--- src/rtl/dsp_pkg.sv ---
// Shared definitions for the sequential DSP blocks: FSM state codes and Q1.15 limits.
package dsp_pkg;

    localparam logic [1:0] ST_IDLE = 2'd0;
    localparam logic [1:0] ST_RUN  = 2'd1;
    localparam logic [1:0] ST_DONE = 2'd2;

    localparam logic [15:0] Q15_MAX = 16'h7FFF;
    localparam logic [15:0] Q15_MIN = 16'h8000;

endpackage

--- src/rtl/seq_mult_q15_if.sv ---
// Start/done handshake and result bus of the sequential Q1.(N-1) multiplier.
interface seq_mult_q15_if #(parameter int N = 16);

    logic           start;
    logic [N-1:0]   a;
    logic [N-1:0]   b;
    logic           busy;
    logic           done;
    logic [2*N-1:0] product;
    logic [N-1:0]   y;
    logic           ovf;

    modport master (output start, a, b, input busy, done, product, y, ovf);
    modport slave  (input start, a, b, output busy, done, product, y, ovf);

endinterface

--- src/rtl/q_round_sat.sv ---
// Maps a signed Q2.(2N-2) product onto a rounded (or floored), saturated Q1.(N-1) value.
module q_round_sat #(
    parameter int N     = 16,
    parameter bit ROUND = 1'b1
) (
    input  logic signed [2*N-1:0] product_i,
    output logic        [N-1:0]   y_o,
    output logic                  ovf_o
);

    localparam logic signed [2*N:0] BIAS  = ROUND ? ((2*N+1)'(1) << (N-2)) : '0;
    localparam logic signed [2*N:0] Y_MAX = (2*N+1)'((1 << (N-1)) - 1);

    logic signed [2*N:0] sum;
    logic signed [2*N:0] shifted;

    // One guard bit keeps the bias add from wrapping at the positive extreme.
    assign sum     = $signed({product_i[2*N-1], product_i}) + BIAS;
    assign shifted = sum >>> (N-1);

    always_comb begin
        y_o   = shifted[N-1:0];
        ovf_o = 1'b0;
        if (shifted > Y_MAX) begin
            y_o   = Y_MAX[N-1:0];
            ovf_o = 1'b1;
        end
    end

endmodule

--- src/rtl/seq_mult_q15.sv ---
// Shift-add signed fractional multiplier: N magnitude iterations, sign applied on entry to DONE.
module seq_mult_q15
    import dsp_pkg::*;
#(
    parameter int N     = 16,
    parameter bit ROUND = 1'b1
) (
    input  logic          clk_i,
    input  logic          rst_ni,
    seq_mult_q15_if.slave bus
);

    localparam int CW = $clog2(N);

    logic [1:0]     state_q,   state_d;
    logic [CW-1:0]  cnt_q,     cnt_d;
    logic [2*N-1:0] mcand_q,   mcand_d;
    logic [N-1:0]   mult_q,    mult_d;
    logic [2*N-1:0] acc_q,     acc_d;
    logic           sign_q,    sign_d;
    logic           done_q,    done_d;
    logic [2*N-1:0] product_q, product_d;
    logic [N-1:0]   y_q,       y_d;
    logic           ovf_q,     ovf_d;

    logic [N-1:0]   a_abs;
    logic [N-1:0]   b_abs;
    logic [2*N-1:0] acc_step;
    logic [N-1:0]   y_sat;
    logic           ovf_sat;

    // The magnitude of the most-negative operand is still representable as N-bit unsigned.
    assign a_abs    = bus.a[N-1] ? (~bus.a + 1'b1) : bus.a;
    assign b_abs    = bus.b[N-1] ? (~bus.b + 1'b1) : bus.b;
    assign acc_step = acc_q + (mult_q[0] ? mcand_q : '0);

    always_comb begin
        state_d   = state_q;
        cnt_d     = cnt_q;
        mcand_d   = mcand_q;
        mult_d    = mult_q;
        acc_d     = acc_q;
        sign_d    = sign_q;
        done_d    = 1'b0;
        product_d = product_q;
        y_d       = y_q;
        ovf_d     = ovf_q;
        case (state_q)
            ST_RUN: begin
                acc_d   = acc_step;
                mcand_d = mcand_q << 1;
                mult_d  = mult_q >> 1;
                cnt_d   = cnt_q - 1'b1;
                if (cnt_q == '0) begin
                    state_d   = ST_DONE;
                    done_d    = 1'b1;
                    product_d = sign_q ? (~acc_step + 1'b1) : acc_step;
                    y_d       = y_sat;
                    ovf_d     = ovf_sat;
                end
            end
            default: begin
                state_d = ST_IDLE;
                if (bus.start) begin
                    state_d = ST_RUN;
                    mcand_d = {{N{1'b0}}, a_abs};
                    mult_d  = b_abs;
                    sign_d  = bus.a[N-1] ^ bus.b[N-1];
                    acc_d   = '0;
                    cnt_d   = CW'(N-1);
                end
            end
        endcase
    end

    q_round_sat #(.N(N), .ROUND(ROUND)) u_round_sat (
        .product_i (product_d),
        .y_o       (y_sat),
        .ovf_o     (ovf_sat)
    );

    always_ff @(posedge clk_i or negedge rst_ni) begin
        if (!rst_ni) begin
            state_q   <= ST_IDLE;
            cnt_q     <= '0;
            mcand_q   <= '0;
            mult_q    <= '0;
            acc_q     <= '0;
            sign_q    <= 1'b0;
            done_q    <= 1'b0;
            product_q <= '0;
            y_q       <= '0;
            ovf_q     <= 1'b0;
        end else begin
            state_q   <= state_d;
            cnt_q     <= cnt_d;
            mcand_q   <= mcand_d;
            mult_q    <= mult_d;
            acc_q     <= acc_d;
            sign_q    <= sign_d;
            done_q    <= done_d;
            product_q <= product_d;
            y_q       <= y_d;
            ovf_q     <= ovf_d;
        end
    end

    assign bus.busy    = (state_q == ST_RUN);
    assign bus.done    = done_q;
    assign bus.product = product_q;
    assign bus.y       = y_q;
    assign bus.ovf     = ovf_q;

endmodule

--- src/flat_wrapper.sv ---
// flat-port wrapper written by rule: the top's interface ports become plain ports
module seq_mult_q15_flat import dsp_pkg::*;
#(
    parameter int N     = 16,
    parameter bit ROUND = 1'b1
)
  (clk_i, rst_ni, bus_start, bus_a, bus_b, bus_busy, bus_done, bus_product, bus_y, bus_ovf);
  seq_mult_q15_if #(.N(N)) bus_i ();
  input  logic clk_i;
  input  logic rst_ni;
  input wire logic [$bits(bus_i.start)-1:0] bus_start;
  input wire logic [$bits(bus_i.a)-1:0] bus_a;
  input wire logic [$bits(bus_i.b)-1:0] bus_b;
  output wire logic [$bits(bus_i.busy)-1:0] bus_busy;
  output wire logic [$bits(bus_i.done)-1:0] bus_done;
  output wire logic [$bits(bus_i.product)-1:0] bus_product;
  output wire logic [$bits(bus_i.y)-1:0] bus_y;
  output wire logic [$bits(bus_i.ovf)-1:0] bus_ovf;
  assign bus_i.start = bus_start;
  assign bus_i.a = bus_a;
  assign bus_i.b = bus_b;
  assign bus_busy = bus_i.busy;
  assign bus_done = bus_i.done;
  assign bus_product = bus_i.product;
  assign bus_y = bus_i.y;
  assign bus_ovf = bus_i.ovf;
  seq_mult_q15 #(.N(N), .ROUND(ROUND)) u_core (.clk_i(clk_i), .rst_ni(rst_ni), .bus(bus_i));
endmodule
--- config.mk ---
export PLATFORM = sky130hd
export DESIGN_NAME = seq_mult_q15_flat
export DESIGN_NICKNAME = d
export VERILOG_FILES = /design/src/rtl/dsp_pkg.sv /design/src/rtl/seq_mult_q15_if.sv /design/src/rtl/q_round_sat.sv /design/src/rtl/seq_mult_q15.sv /design/src/flat_wrapper.sv
export SDC_FILE = /design/constraint.sdc
export NUM_CORES = 1
export LEC_CHECK = 0
export CORE_ASPECT_RATIO = 0.75
export CORE_MARGIN = 2
export CORE_UTILIZATION = 53
export CTS_BUF_LIST = sky130_fd_sc_hd__clkbuf_8 sky130_fd_sc_hd__clkbuf_16
export DETAILED_ROUTE_END_ITERATION = 12
export HOLD_SLACK_MARGIN = 0.12
export PLACE_DENSITY = 0.8
export SYNTH_ARGS = -nofsm -noshare
export SYNTH_HDL_FRONTEND = slang
export SYNTH_HIERARCHICAL = 1
export SYNTH_SLANG_ARGS = --single-unit
export TNS_END_PERCENT = 20
--- constraint.sdc ---
create_clock -name clk_i -period 5 [get_ports clk_i]
set_input_delay 1.5 -clock clk_i [delete_from_list [all_inputs] [get_ports clk_i]]
set_output_delay 1.5 -clock clk_i [all_outputs]
set_load 0.1 [all_outputs]
==> metrics.txt <==
outcome=complete, but fails checks; failing checks=negative setup slack; Worst-path clk slew=60 ps; first-pass GRT wire length=42.0 mm; top cell type's share of synthesized area=37.1%; area leader, netlist=dfrtp_1; main area contributors after synthesis=dfrtp_1, nand2_1, o21ai_0, ha_1, xor2_1; CTS tree=done; critical path type=reg2reg; clk root buf=clkbuf_16; startpoint types=flop; GRT overflow=0; Total Wirelength=25.2 mm; HP Class=reg2reg; Post-Synthesis Cells=1141; total clock sinks=137; Placement Setup Slack=-390 ps; clock insertion delay at the later pin of the skew report=420 ps; met1 WL=11.6 mm; nature of the critical path endpoint=flop; per-cell routed wire length=16.7 um; post-route ant nets=0; core area=16900 um2; Max Clock Skew=10.8 ps; maximum capacitance violations=0; endpoints failing setup=16; layout cells sized above 1=15.1%; Pins Over Slew Limit=0; Die Width=157 um; slack of the critical path=-149 ps; vias per cell=5.84; met3 wire length=1.27 mm; asr flop ratio synth=100%; Post-CTS Hold Fix Bufs=0; Critical Path RT=5310 ps; largest buffer count on any clock path=2; Max VDD drop=0.564 mV; final period utilization=103%; yosys warns=6; RSZ-0062 raised after global routing=yes; Seq/Total Area, Yosys=37.1%; wire length on met2=12.0 mm; largest net degree at the start of global routing=88; fin cells=1515; Final Hold Fails=0; Tot Pwr=8.99 mW; Post-route DRC=0; placed instance count=1471; Netlist cell types=68; PortBufs=85; most common cell after layout, fill and taps aside=nand2_1; P&R area growth vs syn=27.9%; global placement routability congestion=0.920; flop and latch count out of synthesis=137; DP HPWL=18.0 mm; Starting Density=54.6%; routed via count=8847; Chip Height=118 um; initial antenna violation count=0; layout net count=1359; drt first pass iters=5; Top Metal Used=met4; Cell Rows=41; Synth Flop Type=dfrtp_1; crit path max fanout=8; total I/O pin count=86; Max Freq=194 MHz; Num CTS Buffers=17; syn avg cell area=8.10 um2; most frequent cells in the layout=nand2_1, dfrtp_1, o21ai_0; Post-Synthesis Net Count=1213; WHS=472 ps; First DRT Iteration DRCs=787; Worst Tran Pin Value=1140 ps; Inserted Diodes=0; number of global-route vias before repair=8455; pwr dens=760 nW/um2; Mapped Area=9250 um2; Leak=5.45 nW; Worst Path Arrival=5460 ps; Post-synth EDFFs=0; htree depth=4; die area=18500 um2; crit path time final=5150 ps; GRT Util Overall=27.9%; Max-slew headroom=23.8%
state kept, by name, indices dropped and copies added (netlist names):
signal	count
u_core/bus.y	16
u_core/bus.product	32
u_core/bus.done	1
u_core/mcand_q	32
u_core/acc_q	32
u_core/bus.ovf	1
u_core/mult_q	16
u_core/state_q	2
u_core/cnt_q	4
u_core/sign_q	1
routing by layer:
layer,track usage (%),vias to the layer above
met5,0,-
met4,7.97,0
met3,4.18,42
met1,38.8,4248
met2,45.4,271
li1,-,4286
worst paths after layout:
kind | start | end | slack [ps] | cells after the start
setup / recovery | u_core/mult_q[0] | u_core/bus.y[5] | -150 | 20
hold / removal | u_core/mult_q[4] | u_core/mult_q[3] | 470 | 2
max in group asynchronous | rst_ni | u_core/bus.product[27] | 3120 | 2
min in group asynchronous | rst_ni | u_core/mcand_q[9] | 1070 | 1
hold reg to reg | u_core/mult_q[4] | u_core/mult_q[3] | 470 | 2
setup reg to reg | u_core/mult_q[0] | u_core/bus.y[5] | -150 | 20
kinds of logic (layout without fill, tap and decap cells):
| group | after synthesis | count (layout) | share of synthesized area [%] |
|---|---|---|---|
| buf+inv | 89 | 247 | 3.86 |
| simple gates | 499 | 499 | 25.7 |
| xor+xnor | 89 | 89 | 8.43 |
| flops | 137 | 137 | 37.1 |
| fa+ha+maj | 37 | 37 | 5.09 |
| mux | 14 | 14 | 1.53 |
| compound gates | 276 | 277 | 18.3 |
final cells by class:
class | count | area, um2
clock buffer | 17 | 425
clock inverter | 15 | 249
fill | 1316 | 5100
inverter | 22 | 82.6
multi-input combinational | 916 | 5680
sequential | 137 | 3430
tap | 215 | 269
timing repair buffer | 193 | 1690
timing repair:
item                       CTS  global route
hold endpoints to repair     0             0
resized for setup           19            22
cloned                       1             0
setup buffers                9             2
pin swaps                    4            10
setup endpoints to repair   17            17
report_power, final:
| part | leakage, nW | switching (mW) | internal [mW] | total (mW) |
|---|---|---|---|---|
| Sequential | 1.75 | 0.355 | 1.59 | 1.94 |
| Combinational | 3.37 | 3.63 | 1.98 | 5.62 |
| Clock | 0.323 | 0.496 | 0.937 | 1.43 |
cells in the mapped netlist, types with 3 or more instances:
cell / n
a211oi_1: 6
a21boi_0: 3
a21o_1: 16
a21oi_1: 39
a221oi_1: 5
a31oi_1: 5
and2_1: 39
and3_1: 9
and4_1: 3
buf_1: 5
buf_6: 3
clkbuf_1: 59
dfrtp_1: 137
ha_1: 36
inv_1: 20
mux2i_1: 13
nand2_1: 262
nand2b_1: 11
nand3_1: 50
nand3b_1: 15
nand4_1: 18
nand4b_1: 4
nor2_1: 39
nor2b_1: 4
nor3_1: 10
nor4_1: 4
o211ai_1: 11
o21ai_0: 137
o21ai_1: 5
o31ai_1: 17
o41ai_1: 5
or3_1: 13
or4_1: 6
xnor2_1: 38
xor2_1: 51
metrics by stage:
stage / cell area, um2 / TNS [ps] / util [%]
6_report: 11800 / -1660 / 69.9
5_1_grt: 11800 / -6790 / 69.9
4_1_cts: 11700 / -692 / 69.2
3_5_place_dp: 10900 / -5470 / 64.4
3_3_place_gp: 10900 / -1810 / 64.4
2_1_floorplan: 9310 / -370 / -
worst max-delay path: stages (launching register included):
cell,delay [ps]
dfrtp_2,460
and2_4,170
ha_4,160
fa_2,340
a21o_1,190
a221o_2,480
xnor2_4,240
nand3_2,90
or4_4,450
a2111o_1,350
or3b_4,470
o41ai_4,230
xnor2_1,120
o21ai_1,190
and4_4,280
nand4_4,120
xor2_4,240
o21a_4,230
nand2_1,90
nand2_1,80
nand2_1,60
No activity file was read; power rests on OpenSTA's default activity.
